<file path="config.mk">
export PLATFORM = sky130hd
export DESIGN_NAME = state_dump_unit
export DESIGN_NICKNAME = d
export VERILOG_FILES = /design/src/rtl/state_dump_unit.sv
export SDC_FILE = /design/constraint.sdc
export NUM_CORES = 1
export LEC_CHECK = 0
export ABC_AREA = 1
export BUFFER_PORTS_ARGS = -buffer_cell sky130_fd_sc_hd__buf_2
export CAP_MARGIN = 25
export CORE_ASPECT_RATIO = 1.2
export CORE_MARGIN = 8
export CORE_UTILIZATION = 55
export CTS_CLUSTER_DIAMETER = 150
export CTS_CLUSTER_SIZE = 8
export DETAILED_ROUTE_END_ITERATION = 12
export PLACE_DENSITY = 0.85
export SYNTH_ARGS = -nofsm -noshare
export SYNTH_HDL_FRONTEND = slang
export SYNTH_SLANG_ARGS = --single-unit
</file>
<file path="constraint.sdc">
create_clock -name clk -period 6.9 [get_ports clk]
set_clock_uncertainty 0.15 [all_clocks]
set_input_delay 1.035 -clock clk [delete_from_list [all_inputs] [get_ports clk]]
set_output_delay 1.035 -clock clk [all_outputs]
set_load 0.01 [all_outputs]
</file>
<file path="src/rtl/state_dump_unit.sv">
// state_dump_unit: streams every register, then a data-memory window, as (kind, addr, data) records over valid/ready.
// Build option `DUMP_SKIP_ZERO_EN suppresses records whose captured value is zero.
module state_dump_unit #(
   parameter int          NUM_REGS       = 32,
   parameter int          MEM_START_WORD = 16384,
   parameter int          MEM_WORDS      = 5,
   parameter logic [31:0] DATA_BASE      = 32'h10000000
) (
   input  logic        clk,
   input  logic        reset,
   input  logic        start,
   output logic        busy,
   output logic        done,
   output logic [4:0]  rf_raddr,
   input  logic [31:0] rf_rdata,
   output logic [29:0] dm_raddr,
   input  logic [31:0] dm_rdata,
   output logic        out_valid,
   input  logic        out_ready,
   output logic        out_kind,
   output logic [31:0] out_addr,
   output logic [31:0] out_data
);
   typedef enum logic [2:0] {IDLE, REG, MEM, FLUSH, DONE} state_t;
   localparam logic [31:0] REG_LAST = 32'(NUM_REGS - 1);
   localparam logic [31:0] MEM_LAST = 32'(MEM_WORDS - 1);
   localparam logic [31:0] MEM_BASE = 32'(MEM_START_WORD);
   state_t state, state_n;
   logic [31:0] idx, word, cap_data;
   logic slot_free, cap, last, keep;
   assign slot_free = !out_valid || out_ready;
   assign cap = slot_free && (state == REG || state == MEM);
   assign last = (state == REG) ? idx == REG_LAST : idx == MEM_LAST;
   assign word = MEM_BASE + idx;
   assign cap_data = (state == REG) ? rf_rdata : dm_rdata;
`ifdef DUMP_SKIP_ZERO_EN
   assign keep = cap_data != 32'd0;
`else
   assign keep = 1'b1;
`endif
   always_ff @(posedge clk) state <= reset ? IDLE : state_n;
   always_comb begin
      state_n = state;
      case (state)
         IDLE:    if (start) state_n = (NUM_REGS > 0) ? REG : (MEM_WORDS > 0) ? MEM : FLUSH;
         REG:     if (cap && last) state_n = (MEM_WORDS > 0) ? MEM : FLUSH;
         MEM:     if (cap && last) state_n = FLUSH;
         FLUSH:   if (!out_valid) state_n = DONE;
         DONE:    state_n = IDLE;
         default: state_n = IDLE;
      endcase
   end
   always_comb begin
      busy = state != IDLE;
      done = state == DONE;
      rf_raddr = (state == REG) ? idx[4:0] : 5'd0;
      dm_raddr = (state == MEM) ? word[29:0] : 30'd0;
   end
   // idx only moves on a capture, so the read ports hold their index through a stall
   always_ff @(posedge clk) begin
      if (reset) begin
         idx <= 32'd0;
         out_valid <= 1'b0;
         out_kind <= 1'b0;
         out_addr <= 32'd0;
         out_data <= 32'd0;
      end else if (cap) begin
         idx <= last ? 32'd0 : idx + 32'd1;
         out_valid <= keep;
         out_kind <= state == MEM;
         out_addr <= (state == MEM) ? DATA_BASE + (word << 2) : idx;
         out_data <= cap_data;
      end else if (out_ready) begin
         out_valid <= 1'b0;
      end
   end
endmodule
</file>
[After elaboration in Yosys (flattened, before gate mapping)]
Cells that the tools add are included.
W data, S select, Z words.
Cells by class
  add/sub/neg operators: 3
  equal/unequal tests: 10
  muxes and demuxes: 13
  reduce and logical (&&, ||, !) cells: 9
Operators by type and width (number)
  $mux W32: 3
  $add A29 B32 Y32 const A: 1
  $add A32 B1 Y32 const B: 1
  $eq A32 B3 Y1 const B: 1
  $eq A32 B5 Y1 const B: 1
  $add A15 B30 Y30 const A: 1
  $mux W30: 1
  $mux W3: 4
  $pmux W3 S4: 1
  $eq A3 B2 Y1 const B: 2
  $ne A2 B2 Y1 const B: 3
  $mux W5: 1
  $reduce_and A4 Y1: 1
  $eq A3 B1 Y1 const B: 1
  $eq A3 B3 Y1 const B: 1
  $logic_not A3 Y1: 1
  $mux W1: 3
  $reduce_bool A3 Y1: 1
  $logic_and A1 B1 Y1: 2
  $logic_or A1 B1 Y1: 2
  $ne A2 B1 Y1 const B: 1
  $reduce_bool A2 Y1: 1
  $logic_not A1 Y1: 1
Word-level totals
  register bits: 101
  word-level logic and storage cells: 41

[Longest topological paths before layout]
Gate-level depths: netlist (run 1).
  depth after elaboration: 6
  gate-level depth with buffers: 13
  depth with buffers taken out: 13

[Worst setup path before layout (run 1)]
OpenSTA, ideal clock, no wires.
  path kind: register -> output
  from: reg idx[14]
  to: out dm_raddr[24]
  data arrival time: 1.411 ns
  data required time: 5.715 ns
  slack: 4.304 ns
  cell stages (with the launch flop): 10
  path buffers: 0
  cells stage by stage: dfxtp_1 ha_1 nand2_1 nor2_1 nand2_1 inv_1 nand2_1 a21oi_1 o21ai_0 inv_1
On the way
  word-level cells in the longest chain between the ends: 2
Ends and longest elaborated chain
  from (decl): line 29  | logic [31:0] idx, word, cap_data;
  from (signal assigned): line 68  | idx <= last ? 32'd0 : idx + 32'd1;
  $add A15 B30 Y30: line 34  | assign word = MEM_BASE + idx;
  $mux W30: line 57  | dm_raddr = (state == MEM) ? word[29:0] : 30'd0;
  to (decl): line 16  | output logic [29:0] dm_raddr,
Every way passes these cells.

[Worst setup path after layout (run 1)]
Ends and elaborated chain as after synthesis.

==> impl_metrics.tcl, run 1 <==
set metrics [dict create \
    status "complete, no violations" \
    p_leak_nw 2.95 \
    drt_iter0_markers 321 \
    syn_area_sq_um 5350 \
    postCtsSetupBuffers 0 \
    synth_nets 880 \
    antenna_found_initial 0 \
    pin_count 171 \
    place_hpwl_um 12600 \
    root_buffer "clkbuf_16" \
    slew_headroom_pct 39.4 \
    grt_pass1_vias 5663 \
    cts_hold_buf 0 \
    multi_input_area_sq_um 2870 \
    tightest_slew_ps 908 \
    cts_tree "yes" \
    grt_max_degree 66 \
    synth-main-ff-cell "dfxtp_1" \
    reg2reg_depth 11 \
    row_count 39 \
    yosys_warnings 0 \
    synth_top_area_share_pct 37.8 \
    p_per_area_nw_per_um2 220 \
    cts_buffers 9 \
    rsz0062_at_grt "no" \
    start_util_pct 56.2 \
    n_antenna_cell 0 \
    core_sq_um 9520 \
    vias 5939 \
    cp-start-kind "register" \
    critPathCaptureType "output port" \
    setup_tns_ps 0 \
    async_flop_share_pct 0 \
    clockBufferDepth 2 \
    finalCriticalPeriod_ps 3610 \
    yosysSeqAreaShare_pct 37.8 \
    p_total_mw 1.42 \
    synth_cell_type_count 33 \
    hold_start "out_addr[1]$_SDFFE_PP0P_" \
    dieHeight_um 124 \
    hp-class "reg2reg" \
    syn_area_per_cell_sq_um 6.65 \
    preCtsSetupSlack_ps 3180 \
    io_buffers 170 \
    synthTopCellsByArea "dfxtp_1 (38%), nand2_1 (13%), nor2_1 (7.6%)" \
    period_share_pct 52.2 \
    crit_required_ps 5710 \
    regToRegStartpoint "state[1]$_SDFFE_PP0P_" \
    setup_viol 0 \
    yosys_register_bits 101 \
    routed_via_density 5.56 \
    gp_congestion 0.999 \
    finalHoldViolations 0 \
    die_width_um 106 \
    ant_nets 0 \
    totalWireLength_um 17000 \
    placed_area_sq_um 6200 \
    h-tree-depth 3 \
    ir_worst_vdd_uv 162 \
    drtPass1Iterations 5 \
    clk_pin_slew_ps 70 \
    fin_area_sq_um 6440 \
    r2r-end "idx[17]$_SDFFE_PP0P_" \
    grt_usage_pct 25.7 \
    die_area_sq_um 13100 \
    path_max_fanout 7 \
    drt-wirelength-per-cell_um 15.9 \
    cts_sinks 101 \
    nNetsFinal 1020 \
    slew_violations 0 \
    hold_path_depth 2 \
    drive_gt1_share_pct 21.8 \
    netlist_instances 804 \
    synth_top_area_cell "dfxtp_1" \
    area_growth_pct 20.5 \
    layout_setup_ws_ps 3290 \
    drv_cap 0 \
    remaining_drc_errors 0 \
    hold_end "out_addr[1]$_SDFFE_PP0P_" \
    post_cts_resized 0 \
    fillCellCount 897 \
    seqCellArea_sq_um 2020 \
    clock_latency_ps 340 \
    synth_edf_count 0 \
    worstPathArrival_ps 2420 \
    crit_type "reg2out" \
    fmax_ghz 0.277 \
    grt_pass1_wl_um 27600 \
    reg2reg_setup_slack_ps 3380 \
    grt-ovfl-total 0 \
]
area by class of cell:
class,count,area share (%)
timing repair buffer,176,13.9
multi-input combinational,588,44.6
clock buffer,11,3.61
tap,123,2.39
sequential,101,31.4
inverter,68,3.96
clock inverter,2,0.214
critical path, cell delays in order, from the launching register on:
cell and delay [ps]:
dfxtp_1 480, ha_1 270, nand2_1 100, nor2_1 250, nand2_1 170, inv_1 190
nand2_1 90, o21ai_0 310, inv_1 70, buf_2 150
sequential cells by signal (all words and copies together) (netlist names):
name / count
out_data: 32
state: 3
out_valid: 1
out_kind: 1
idx: 32
out_addr: 32
cell usage in the layout (no fill, tap or decap), drive strengths merged:
cell and n:
o21ai 74, a211oi 18, xor2 6, dfxtp 101, inv 68, buf 176
o21a 1, nor3b 3, nor3 24, o211ai 2, nor2 111, nand4 20
nand3 41, or2 4, clkbuf 11, a31oi 34, nand2 186, o221a 3
ha 8, nor4 5, or3 2, o22ai 1, clkinv 2, a21oi 45
power by group:
group / switching, mW / internal [mW] / total [mW]
Combinational: 0.190 / 0.111 / 0.300
Clock: 0.205 / 0.239 / 0.444
Sequential: 0.0298 / 0.642 / 0.671
worst max-delay path by stage:
| stage | slack, ps | to | from | cells past startpoint |
|---|---|---|---|---|
| final | 3290 | dm_raddr[24] | idx[14]$_SDFFE_PP0P_ | 9 |
| after global routing | 3030 | idx[23]$_SDFFE_PP0P_ | state[1]$_SDFFE_PP0P_ | 12 |
| after CTS | 3350 | dm_raddr[24] | idx[14]$_SDFFE_PP0P_ | 9 |
| after detailed placement | 3180 | idx[17]$_SDFFE_PP0P_ | out_ready | 10 |
| after global placement | 3260 | idx[17]$_SDFFE_PP0P_ | out_ready | 10 |
| after floorplan | 4300 | dm_raddr[24] | idx[14]$_SDFFE_PP0P_ | 9 |
metal layers:
layer	vias up	global-route usage, %	routed length, um
li1	2972	-	-
met1	2675	29.6	6860
met2	261	43.8	8110
met3	31	8.54	1600
met4	0	9.60	420
met5	-	0	0
synthesized netlist by cell type, drive strengths merged, types with 4 or more instances:
master,number
nand2,186
buf,15
ha,8
dfxtp,101
nor4,5
clkbuf,32
inv,68
o21ai,74
a21oi,45
a211oi,18
nand3,41
xor2,6
nor2,111
nor3,24
a31oi,34
nand4,20
or2,4
through the flow:
stage | std cells | util (%) | hold WS [ps]
5_1_grt | 1069 | 67.7 | 330
6_report | 1069 | 67.7 | 315
2_1_floorplan | 804 | - | 309
3_5_place_dp | 1056 | 65.1 | 305
3_3_place_gp | 1056 | 65.1 | 303
4_1_cts | 1069 | 67.7 | 315
cell families (layout without fill, tap and decap cells):
family	Yosys count	in the layout	share of synthesized area, %
AOI/OAI and AO/OA	178	178	18.8
xor gates and xnor gates	6	6	0.983
adders and majority gates	8	8	1.87
buffers and inverters	115	257	8.49
DFF	101	101	37.8
and+or+nand+nor	396	396	32.0
(Power assumes the default switching activity.)
==> run 2: changes to the inputs <==
Settings changed: ABC_AREA 1 to 0, CORE_UTILIZATION 55 to 46, PLACE_DENSITY 0.85 to 0.77.
Clock period 6.9 ns to 3.3 ns, I/O delays scaled along.
==> run 2 against run 1 <==
Effect of this change:
- sequential share of layout area grew 0.70 points
- clock-buffer cell count grew 2
- first-iteration DRC count grew 13%
- hold slack lost 6.8 ps
- largest cell class unchanged
- total power grew to 2.7 times the previous value
- register-to-register slack lost 3100 ps
- flip-flop and latch count is the same
- sequential power grew 130%
- combinational power grew to 3.7 times the previous value
- wire length shrank 8.2%
==> impl_metrics.tcl, run 2 <==
set metrics [dict create \
    post_cts_resized 0 \
    place_hpwl_um 11700 \
    p_leak_nw 2.65 \
    cts_buffers 9 \
    reg2reg_setup_slack_ps 290 \
    seqCellArea_sq_um 2020 \
    crit_type "reg2reg" \
    reg2reg_depth 9 \
    slowest_stage "dfxtp_1" \
    clock_latency_ps 340 \
    area_growth_pct 24.1 \
    totalWireLength_um 15600 \
    fillCellCount 999 \
    hp-class "reg2reg" \
    yosysSeqAreaShare_pct 39.8 \
    pin_count 171 \
    met2_wirelength_um 7690 \
    wl_met3_um 1220 \
    status "complete, no violations" \
    layout_setup_ws_ps 286 \
    fmax_ghz 0.332 \
    critical_path.max_stage_delay_ps 540 \
    clk_pin_slew_ps 60 \
    n_antenna_cell 0 \
    synthTopCellsByArea "dfxtp_1 (40%), nor2_1 (7.5%), a211oi_1 (7.1%)" \
    finalHoldViolations 0 \
    grt_pass1_vias 4822 \
    cts_sinks 101 \
    h-tree-depth 3 \
    core_sq_um 10900 \
    antenna_found_initial 0 \
    routed_via_density 5.57 \
    cts_hold_buf 0 \
    cp-start-kind "register" \
    async_flop_share_pct 0 \
    routed.top_layer "met4" \
    setup_viol 0 \
    row_count 42 \
    finalCriticalPeriod_ps 3010 \
    yosys_register_bits 101 \
    ir_worst_vdd_uv 277 \
    hold_end "out_addr[26]$_SDFFE_PP0P_" \
    postCtsSetupBuffers 0 \
    tightest_slew_ps 672 \
    top_regs "idx (32), out_addr (32), out_data (32)" \
    yosys_warnings 0 \
    grt-ovfl-total 0 \
    syn_area_per_cell_sq_um 8.21 \
    cts_tree "yes" \
    hold_start "out_addr[26]$_SDFFE_PP0P_" \
    drtPass1Iterations 5 \
    synth_common_cells "dfxtp_1 (101), nor2_1 (101), a211oi_1 (48)" \
    remaining_drc_errors 0 \
    preCtsSetupSlack_ps 315 \
    synth_top_area_share_pct 39.8 \
    slew_headroom_pct 55.1 \
    ant_nets 0 \
    netlist_instances 619 \
    grt_max_degree 56 \
    drv_cap 0 \
    final_common_cell "buf_2" \
    crit_required_ps 3380 \
    synth-main-ff-cell "dfxtp_1" \
    synth_nets 695 \
    path_max_fanout 32 \
    multi_input_area_sq_um 2800 \
    layout_common_cells "buf_2 (170), nor2_1 (101), dfxtp_1 (101), a211oi_1 (48)" \
    wl_met1_um 6470 \
    synth_edf_count 0 \
    worstPathArrival_ps 3090 \
    rsz0062_at_grt "no" \
    grt_pass1_wl_um 24900 \
    crit_chain "inv_1 > nor3_2 > ha_1 > nor4b_1 > nand4_1 > nor4_1 > or2_2 > buf_12 > a21oi_1" \
    clockBufferDepth 2 \
    start_util_pct 46.7 \
    setup_tns_ps 0 \
    period_share_pct 91.3 \
    dieHeight_um 131 \
    drive_gt1_share_pct 27.3 \
    synth_cell_type_count 45 \
    syn_area_sq_um 5080 \
    r2r-end "idx[16]$_SDFFE_PP0P_" \
    vias 4957 \
    drt_iter0_markers 364 \
    io_buffers 170 \
    nNetsFinal 829 \
    critPathCaptureType "register" \
    drt-wirelength-per-cell_um 17.5 \
    die_area_sq_um 14700 \
    gp_congestion 0.905 \
    synth_top_area_cell "dfxtp_1" \
    slew_violations 0 \
    regToRegStartpoint "state[0]$_SDFFE_PP0P_" \
    p_per_area_nw_per_um2 597 \
    hold_path_depth 2 \
    die_width_um 112 \
    grt_usage_pct 20.5 \
    root_buffer "clkbuf_16" \
]
run 2: worst max path at each step:
stage                          start                   end  slack, ps  cells past startpoint
6_report       state[0]$_SDFFE_PP0P_  idx[16]$_SDFFE_PP0P_        290                      9
5_1_grt        state[0]$_SDFFE_PP0P_  idx[24]$_SDFFE_PP0P_        100                      9
4_1_cts        state[0]$_SDFFE_PP0P_  idx[16]$_SDFFE_PP0P_        320                      9
3_5_place_dp   state[0]$_SDFFE_PP0P_  idx[19]$_SDFFE_PP0P_        320                      9
3_3_place_gp   state[0]$_SDFFE_PP0P_  idx[14]$_SDFFE_PP0P_        500                      9
2_1_floorplan  state[0]$_SDFFE_PP0P_   idx[0]$_SDFFE_PP0P_         90                     13
run 2: area by class of cell:
class                           instances  share of cell area (%)
Clock buffer                           13                    4.29
Multi-Input combinational cell        447                    44.4
Inverter                               10                   0.595
Timing Repair Buffer                  184                    15.4
Clock inverter                          3                   0.675
Sequential cell                       101                    32.1
Tap cell                              132                    2.62
run 2: stage by stage:
step           utilization (%)  hold WS (ps)  total power, mW  std cells  area, sq um
6_report                  57.9           308             3.76        890         6300
5_1_grt                   57.9           319             3.98        890         6300
4_1_cts                   57.9           312             3.80        890         6300
3_5_place_dp              55.1           302             2.70        874         5990
3_3_place_gp              55.1           292             2.66        874         5990
2_1_floorplan                -           321             2.30        619         5080
run 2: cell families after synthesis:
| family | Yosys count | share of synthesized area (%) |
|---|---|---|
| buffers and inverters | 71 | 5.42 |
| XOR/XNOR | 38 | 6.82 |
| adder cells (fa/ha/maj) | 8 | 1.97 |
| AND/OR/NAND/NOR | 241 | 23.3 |
| multiplexers | 33 | 6.50 |
| flip-flops | 101 | 39.8 |
| AO/OA/AOI/OAI | 127 | 16.1 |
run 2: critical path, delay by kind of cell (launching register included):
kind | cells | cell delay, ps
flops | 1 | 540
fa+ha+maj | 1 | 300
compound gates | 1 | 70
buf+inv | 2 | 300
simple gates | 5 | 1530
run 2: per-layer routing:
layer	vias to the layer above	global-route usage [%]
li1	2452	-
met1	2297	23.8
met2	193	35.6
met3	15	5.96
met4	0	6.39
met5	-	0
run 2: where the power goes:
| part | leakage (nW) | switching (mW) | internal (mW) | total, mW |
|---|---|---|---|---|
| sequential | 0.823 | 0.119 | 1.42 | 1.54 |
| clock | 0.152 | 0.450 | 0.649 | 1.10 |
| combinational | 1.68 | 0.662 | 0.456 | 1.12 |
